===== src/rtl/biu_arbiter_pkg.sv =====
// Shared types and sizing helpers for the BIU round-robin arbiter.
package biu_arbiter_pkg;

    typedef enum logic [1:0] {
        IDLE  = 2'd0,
        ISSUE = 2'd1,
        WAIT  = 2'd2,
        DONE  = 2'd3
    } arb_state_e;

    // Width of the WAIT-cycle counter; it must hold TIMEOUT_CYCLES-1.
    function automatic int cnt_width(input int timeout_cycles);
        if (timeout_cycles <= 0) begin
            return 1;
        end
        return $clog2(timeout_cycles + 1);
    endfunction

    // Width of a requester index (at least one bit).
    function automatic int idx_width(input int n);
        return (n > 1) ? $clog2(n) : 1;
    endfunction

endpackage


===== src/rtl/biu_arbiter_if.sv =====
// Bundle of requester-side and BIU-side signals around the arbiter.
// master: the arbiter's view; slave: the surrounding requesters + BIU.
interface biu_arbiter_if #(
    parameter int NUM_REQ    = 4,
    parameter int ADDR_WIDTH = 32,
    parameter int DATA_WIDTH = 32
) ();

    logic [NUM_REQ-1:0]            req_en;
    logic [NUM_REQ-1:0]            req_rnw;
    logic [NUM_REQ*ADDR_WIDTH-1:0] req_address;
    logic [NUM_REQ*DATA_WIDTH-1:0] req_data_out;
    logic [NUM_REQ-1:0]            req_done;
    logic [NUM_REQ-1:0]            req_err;
    logic [DATA_WIDTH-1:0]         req_data_in;

    logic [ADDR_WIDTH-1:0]         biu_address;
    logic [DATA_WIDTH-1:0]         biu_data_out;
    logic                          biu_rnw;
    logic                          biu_en;
    logic [DATA_WIDTH-1:0]         biu_data_in;
    logic                          biu_data_valid;
    logic                          biu_busy;

    modport master (
        input  req_en, req_rnw, req_address, req_data_out,
        input  biu_data_in, biu_data_valid, biu_busy,
        output req_done, req_err, req_data_in,
        output biu_address, biu_data_out, biu_rnw, biu_en
    );

    modport slave (
        output req_en, req_rnw, req_address, req_data_out,
        output biu_data_in, biu_data_valid, biu_busy,
        input  req_done, req_err, req_data_in,
        input  biu_address, biu_data_out, biu_rnw, biu_en
    );

endinterface


===== src/rtl/biu_arbiter_rr_priority_sel.sv =====
// Round-robin selector: first set request strictly after last_grant,
// wrapping around. Implemented as a priority encode over the requests
// above last_grant, falling back to the whole vector when none are above.
module rr_priority_sel
    import biu_arbiter_pkg::*;
#(
    parameter int NUM_REQ = 4
) (
    input  logic [NUM_REQ-1:0]                 req,
    input  logic [idx_width(NUM_REQ)-1:0]      last_grant,
    output logic [NUM_REQ-1:0]                 grant,
    output logic [idx_width(NUM_REQ)-1:0]      idx,
    output logic                               valid
);

    localparam int IDX_W = idx_width(NUM_REQ);

    logic [NUM_REQ-1:0] above_mask;
    logic [NUM_REQ-1:0] masked;
    logic [NUM_REQ-1:0] pool;
    logic               found;

    genvar gi;
    generate
        for (gi = 0; gi < NUM_REQ; gi++) begin : g_bits
            assign above_mask[gi] = (IDX_W'(gi) > last_grant);
            assign grant[gi]      = valid && (idx == IDX_W'(gi));
        end
    endgenerate

    assign masked = req & above_mask;
    assign pool   = (|masked) ? masked : req;
    assign valid  = |req;

    // Lowest set bit of the candidate pool is the winner.
    always_comb begin
        idx   = '0;
        found = 1'b0;
        for (int k = 0; k < NUM_REQ; k++) begin
            if (!found && pool[k]) begin
                found = 1'b1;
                idx   = IDX_W'(k);
            end
        end
    end

endmodule


===== src/rtl/biu_arbiter.sv =====
// Round-robin arbiter sharing one BIU master port between NUM_REQ
// requesters: grant, one-cycle en pulse, wait for read data / write
// retire (or timeout), then a one-cycle done/err pulse to the winner.
module biu_arbiter
    import biu_arbiter_pkg::*;
#(
    parameter int NUM_REQ        = 4,
    parameter int ADDR_WIDTH     = 32,
    parameter int DATA_WIDTH     = 32,
    parameter int TIMEOUT_CYCLES = 256
) (
    input  logic          clk,
    input  logic          n_rst,
    biu_arbiter_if.master bus
);

    localparam int IDX_W = idx_width(NUM_REQ);
    localparam int CNT_W = cnt_width(TIMEOUT_CYCLES);
    localparam logic [CNT_W-1:0] CNT_LAST =
        CNT_W'((TIMEOUT_CYCLES > 0) ? TIMEOUT_CYCLES - 1 : 0);

    arb_state_e             state_q, state_d;
    logic [IDX_W-1:0]       last_grant_q, last_grant_d;
    logic [NUM_REQ-1:0]     grant_oh_q, grant_oh_d;
    logic [CNT_W-1:0]       cnt_q, cnt_d;
    logic [ADDR_WIDTH-1:0]  biu_address_q, biu_address_d;
    logic [DATA_WIDTH-1:0]  biu_data_out_q, biu_data_out_d;
    logic                   biu_rnw_q, biu_rnw_d;
    logic                   biu_en_q, biu_en_d;
    logic [NUM_REQ-1:0]     req_done_q, req_done_d;
    logic [NUM_REQ-1:0]     req_err_q, req_err_d;
    logic [DATA_WIDTH-1:0]  req_data_in_q, req_data_in_d;

    logic [ADDR_WIDTH-1:0]  addr_arr  [NUM_REQ];
    logic [DATA_WIDTH-1:0]  wdata_arr [NUM_REQ];

    logic [NUM_REQ-1:0]     sel_grant;
    logic [IDX_W-1:0]       sel_idx;
    logic                   sel_valid;
    logic                   complete;
    logic                   timeout_hit;

    genvar gi;
    generate
        for (gi = 0; gi < NUM_REQ; gi++) begin : g_unpack
            assign addr_arr[gi]  = bus.req_address[gi*ADDR_WIDTH +: ADDR_WIDTH];
            assign wdata_arr[gi] = bus.req_data_out[gi*DATA_WIDTH +: DATA_WIDTH];
        end
    endgenerate

    rr_priority_sel #(
        .NUM_REQ (NUM_REQ)
    ) u_sel (
        .req        (bus.req_en),
        .last_grant (last_grant_q),
        .grant      (sel_grant),
        .idx        (sel_idx),
        .valid      (sel_valid)
    );

    // Reads finish on the data strobe; writes finish when busy drops.
    assign complete    = biu_rnw_q ? bus.biu_data_valid : !bus.biu_busy;
    assign timeout_hit = (TIMEOUT_CYCLES != 0) && (cnt_q == CNT_LAST);

    // Next-state and next-output computation for the arbitration FSM.
    always_comb begin
        state_d        = state_q;
        last_grant_d   = last_grant_q;
        grant_oh_d     = grant_oh_q;
        cnt_d          = cnt_q;
        biu_address_d  = biu_address_q;
        biu_data_out_d = biu_data_out_q;
        biu_rnw_d      = biu_rnw_q;
        biu_en_d       = 1'b0;
        req_done_d     = '0;
        req_err_d      = '0;
        req_data_in_d  = req_data_in_q;

        case (state_q)
            IDLE: begin
                if (sel_valid && !bus.biu_busy) begin
                    last_grant_d   = sel_idx;
                    grant_oh_d     = sel_grant;
                    biu_address_d  = addr_arr[sel_idx];
                    biu_data_out_d = wdata_arr[sel_idx];
                    biu_rnw_d      = bus.req_rnw[sel_idx];
                    biu_en_d       = 1'b1;
                    state_d        = ISSUE;
                end
            end
            ISSUE: begin
                cnt_d   = '0;
                state_d = WAIT;
            end
            WAIT: begin
                cnt_d = cnt_q + CNT_W'(1);
                // Completion takes precedence over a coincident timeout.
                if (complete || timeout_hit) begin
                    state_d    = DONE;
                    req_done_d = grant_oh_q;
                    req_err_d  = complete ? '0 : grant_oh_q;
                    if (complete && biu_rnw_q) begin
                        req_data_in_d = bus.biu_data_in;
                    end
                end
            end
            DONE: begin
                state_d = IDLE;
            end
            default: begin
                state_d = IDLE;
            end
        endcase
    end

    // State and registered outputs; reset abandons any transaction.
    always_ff @(posedge clk or negedge n_rst) begin
        if (!n_rst) begin
            state_q        <= IDLE;
            last_grant_q   <= IDX_W'(NUM_REQ - 1);
            grant_oh_q     <= '0;
            cnt_q          <= '0;
            biu_address_q  <= '0;
            biu_data_out_q <= '0;
            biu_rnw_q      <= 1'b0;
            biu_en_q       <= 1'b0;
            req_done_q     <= '0;
            req_err_q      <= '0;
            req_data_in_q  <= '0;
        end else begin
            state_q        <= state_d;
            last_grant_q   <= last_grant_d;
            grant_oh_q     <= grant_oh_d;
            cnt_q          <= cnt_d;
            biu_address_q  <= biu_address_d;
            biu_data_out_q <= biu_data_out_d;
            biu_rnw_q      <= biu_rnw_d;
            biu_en_q       <= biu_en_d;
            req_done_q     <= req_done_d;
            req_err_q      <= req_err_d;
            req_data_in_q  <= req_data_in_d;
        end
    end

    assign bus.biu_address  = biu_address_q;
    assign bus.biu_data_out = biu_data_out_q;
    assign bus.biu_rnw      = biu_rnw_q;
    assign bus.biu_en       = biu_en_q;
    assign bus.req_done     = req_done_q;
    assign bus.req_err      = req_err_q;
    assign bus.req_data_in  = req_data_in_q;

endmodule


===== src/flat_wrapper.sv =====
// flat-port wrapper written by rule: the top's interface ports become plain ports
module biu_arbiter_flat import biu_arbiter_pkg::*;
#(
    parameter int NUM_REQ        = 4,
    parameter int ADDR_WIDTH     = 32,
    parameter int DATA_WIDTH     = 32,
    parameter int TIMEOUT_CYCLES = 256
)
  (clk, n_rst, bus_req_en, bus_req_rnw, bus_req_address, bus_req_data_out, bus_biu_data_in, bus_biu_data_valid, bus_biu_busy, bus_req_done, bus_req_err, bus_req_data_in, bus_biu_address, bus_biu_data_out, bus_biu_rnw, bus_biu_en);
  biu_arbiter_if #(.NUM_REQ(NUM_REQ), .ADDR_WIDTH(ADDR_WIDTH), .DATA_WIDTH(DATA_WIDTH)) bus_i ();
  input  logic clk;
  input  logic n_rst;
  input wire logic [$bits(bus_i.req_en)-1:0] bus_req_en;
  input wire logic [$bits(bus_i.req_rnw)-1:0] bus_req_rnw;
  input wire logic [$bits(bus_i.req_address)-1:0] bus_req_address;
  input wire logic [$bits(bus_i.req_data_out)-1:0] bus_req_data_out;
  input wire logic [$bits(bus_i.biu_data_in)-1:0] bus_biu_data_in;
  input wire logic [$bits(bus_i.biu_data_valid)-1:0] bus_biu_data_valid;
  input wire logic [$bits(bus_i.biu_busy)-1:0] bus_biu_busy;
  output wire logic [$bits(bus_i.req_done)-1:0] bus_req_done;
  output wire logic [$bits(bus_i.req_err)-1:0] bus_req_err;
  output wire logic [$bits(bus_i.req_data_in)-1:0] bus_req_data_in;
  output wire logic [$bits(bus_i.biu_address)-1:0] bus_biu_address;
  output wire logic [$bits(bus_i.biu_data_out)-1:0] bus_biu_data_out;
  output wire logic [$bits(bus_i.biu_rnw)-1:0] bus_biu_rnw;
  output wire logic [$bits(bus_i.biu_en)-1:0] bus_biu_en;
  assign bus_i.req_en = bus_req_en;
  assign bus_i.req_rnw = bus_req_rnw;
  assign bus_i.req_address = bus_req_address;
  assign bus_i.req_data_out = bus_req_data_out;
  assign bus_i.biu_data_in = bus_biu_data_in;
  assign bus_i.biu_data_valid = bus_biu_data_valid;
  assign bus_i.biu_busy = bus_biu_busy;
  assign bus_req_done = bus_i.req_done;
  assign bus_req_err = bus_i.req_err;
  assign bus_req_data_in = bus_i.req_data_in;
  assign bus_biu_address = bus_i.biu_address;
  assign bus_biu_data_out = bus_i.biu_data_out;
  assign bus_biu_rnw = bus_i.biu_rnw;
  assign bus_biu_en = bus_i.biu_en;
  biu_arbiter #(.NUM_REQ(NUM_REQ), .ADDR_WIDTH(ADDR_WIDTH), .DATA_WIDTH(DATA_WIDTH), .TIMEOUT_CYCLES(TIMEOUT_CYCLES)) u_core (.clk(clk), .n_rst(n_rst), .bus(bus_i));
endmodule

===== config.mk =====
export PLATFORM = sky130hd
export DESIGN_NAME = biu_arbiter_flat
export DESIGN_NICKNAME = d
export VERILOG_FILES = /design/src/rtl/biu_arbiter_pkg.sv /design/src/rtl/biu_arbiter_if.sv /design/src/rtl/biu_arbiter_rr_priority_sel.sv /design/src/rtl/biu_arbiter.sv /design/src/flat_wrapper.sv
export SDC_FILE = /design/constraint.sdc
export NUM_CORES = 1
export LEC_CHECK = 0
export BUFFER_PORTS_ARGS = -buffer_cell sky130_fd_sc_hd__clkbuf_2
export CAP_MARGIN = 0
export CORE_AREA = 2 2 160 162
export DETAILED_ROUTE_END_ITERATION = 6
export DIE_AREA = 0 0 162 164
export PLACE_DENSITY = 0.53
export SLEW_MARGIN = 20
export SYNTH_ARGS = -nofsm -noshare
export SYNTH_HDL_FRONTEND = slang
export SYNTH_SLANG_ARGS = --single-unit

===== constraint.sdc =====
create_clock -name clk -period 2.75 [get_ports clk]
set_input_delay 0.55 -clock clk [delete_from_list [all_inputs] [get_ports clk]]
set_output_delay 0.55 -clock clk [all_outputs]
set_load 0.02 [all_outputs]

==> summary.md <==
| Metric | Value |
|---|---|
| Outcome | `completed` |
| Drt drc | `0` |
| Number of routed nets with antenna violations | `0` |
| Crit Path Category | `reg2reg` |
| Nets@finish | `1,393` |
| Synthesized net count | `1,027` |
| Sink Count | `123` |
| Final min period | `2.342 ns` |
| Required time of the critical path | `3.10 ns` |
| Syn avg cell area | `9.307 µm²` |
| GP Congestion | `0.7950` |
| Power Dens Cells | `999.7 nW/µm²` |
| Initial antenna violation count | `3` |
| Hpwl dp | `19,340 µm` |
| Vias/cell | `4.933` |
| DR WL/cell | `18.54 µm` |
| Rows | `58` |
| Synth Register Bits | `123` |
| Total number of vias | `7,074` |
| Share of the synthesized area in the top cell type | `0.4500` |
| Clock Latency Late Sink | `0.42 ns` |
| Final period util | `0.8518` |
| Top FF cell, synth | `dfrtp_1` |
| Setup TNS | `0 ns` |
| Largest net degree at the start of global routing | `69` |
| Die width | `162 µm` |
| Sequential-to-total area share from yosys stat | `0.4578` |
| Slew margin rel. | `0.4307` |
| Worst IR Drop VDD | `0.3906 mV` |
| Post-synth EDFFs | `0` |
| Final setup margin | `0.4076 ns` |
| First DRT Iteration DRCs | `462` |
| Pins Over Slew Limit | `0` |
| DRT Pass-1 Iters | `4` |
| CTS Buf Count | `17` |
| CP Capture Type | `flop` |
| Die H | `164 µm` |
| GR Overflow Total | `0` |
| CP Max Fanout | `37` |
| Fraction of layout cells with a size suffix above 1 | `0.4478` |
| Area Overhead vs Synth | `44.01%` |
| Setup Skew | `0.007882 ns` |
| Die footprint | `26,570 µm²` |
| Synth async-reset ratio | `1.000` |
| Ports | `406` |
| Count leader, synth | `nand3_1` |
| Initial core utilization | `0.2711` |
| Setup slack at placement | `0.3806 ns` |
| Port Buffers | `405` |
| Global-route wire length before repair | `40,200 µm` |
| Yosys warning total | `0` |
| F_max | `426.9 MHz` |
| Worst-Margin Slew | `0.8540 ns` |
| Clk slew on worst S/H paths | `0.06 ns` |
| Setup bufs post-CTS | `0` |
| Root buf cell | `clkbuf_16` |
| Clock H-tree levels | `4` |
| CP startpoint kind | `flop` |
| CTS resizes | `0` |
| Hold Crit Class | `in2async` |
| CTS tree | `built` |
| Tot GR Track Use | `0.1967` |
| Post-synthesis cell area | `6729 µm²` |
| Final setup fails | `0` |
| Post-synth top area cell | `dfrtp_1` |
| Final-report hold violation count | `0` |
| Total power | `9688 µW` |
| Max Cap Viol | `0` |
| WL final | `26,580 µm` |
| Commonest cells in the netlist | `139 x nand3_1, 121 x dfrtp_1, 69 x o21ai_0, 66 x and3_1` |
| Core ar. | `24,820 µm²` |
| Lkg Pwr | `0.005009 µW` |
| CTS max path bufs | `2` |
| Critical path arrival | `2.69 ns` |
| Hold_buf cts | `0` |
| Post-synthesis instance total | `723` |
| Number of global-route vias before repair | `6,915` |
| Unrepaired setup endpoints after global routing | `no` |
| Synth area leaders | `dfrtp_1 45%, nand3_1 10%, a21boi_0 7.3%` |
| Post-synth cell types | `41` |
==> layer usage <==
metal  vias to the layer above  track usage  wire length [µm]
li1                       3411            -                 -
met2                       282       0.3267             12930
met3                        24      0.05354              1957
met1                      3357       0.2496             11310
met5                         -            0                 0
met4                         0      0.06154               396
==> through the flow <==
step	utilization	std cells	hold slack, ns	instance area, µm²
floorplan	-	723	0.2544	6729
global placement	0.3667	1400	0.4605	9101
detailed placement	0.3667	1400	0.4665	9101
CTS	0.3901	1431	0.09855	9683
global route	0.3904	1433	0.1244	9688
finish	0.3905	1434	0.09366	9691
==> critical path, stage by stage, from the launching register on <==
cell      delay (ns)
dfrtp_1         0.37
inv_1           0.08
ha_1            0.18
nor2b_1         0.32
nand2b_4        0.11
a31oi_4         0.69
buf_12          0.28
o21ai_0         0.14
nand3_1         0.08
==> sequential cells by signal, indices dropped and copies added, names as in the netlist <==
signal                   flops
u_core.bus.req_done          4
u_core.state_q               2
u_core.last_grant_q          2
u_core.grant_oh_q            4
u_core.cnt_q                 9
u_core.bus.req_data_in      32
u_core.bus.req_err           4
u_core.bus.biu_data_out     32
u_core.bus.biu_rnw           1
u_core.bus.biu_en            1
u_core.bus.biu_address      32
==> cells in the final DEF (no fill, tap or decap), drive strengths merged, types with 13 or more instances in the layout <==
cell type and instances:
a22oi 65, nand3 139, mux2 33, and3 66, buf 16, nand2 13
clkbuf 422, a21boi 65, dfrtp 121, o21ai 78, nor2 16, inv 15
==> power by group <==
group / leakage (µW) / internal, µW / switching, µW / total (µW)
sequential: 0.00156 / 2570 / 456 / 3020
combinational: 0.00317 / 1710 / 2710 / 4420
clock: 0.000288 / 1360 / 888 / 2250
total: 0.00501 / 5640 / 4050 / 9690
==> cells by family after synthesis <==
kind of cell / synth area share
buf+inv: 0.05523
flops: 0.4578
compound gates: 0.2242
simple gates: 0.1945
fa+ha+maj: 0.007438
xor+xnor: 0.002604
mux: 0.05820
==> cell type report <==
type / count / area (µm²)
fillers: 2642 / 15130
multi-input cells: 515 / 3329
flip-flops and latches: 123 / 3080
repair buffers: 420 / 2233
clock buffers: 18 / 439.2
well taps: 330 / 412.9
clock inverters: 13 / 142.6
inverters: 12 / 45.04
diodes: 3 / 7.507
==> worst paths after layout <==
check                                            startpoint                                       to  slack [ns]  depth (start not counted)
setup / recovery              u_core.state_q[0]$_DFFE_PN0P_   u_core.bus.biu_address[11]$_DFFE_PN0P_        0.41                          8
hold / removal                                        n_rst    u_core.bus.req_data_in[7]$_DFFE_PN0P_        0.09                          1
setup reg to reg              u_core.state_q[0]$_DFFE_PN0P_   u_core.bus.biu_address[11]$_DFFE_PN0P_        0.41                          8
hold reg to reg            u_core.grant_oh_q[3]$_DFFE_PN0P_         u_core.grant_oh_q[3]$_DFFE_PN0P_        0.48                          1
max in group asynchronous                             n_rst  u_core.bus.biu_data_out[16]$_DFFE_PN0P_        1.93                          2
min in group clk                        bus_req_address[88]   u_core.bus.biu_address[24]$_DFFE_PN0P_        0.37                          3
Note: power is estimated with default switching activity, not from simulation.
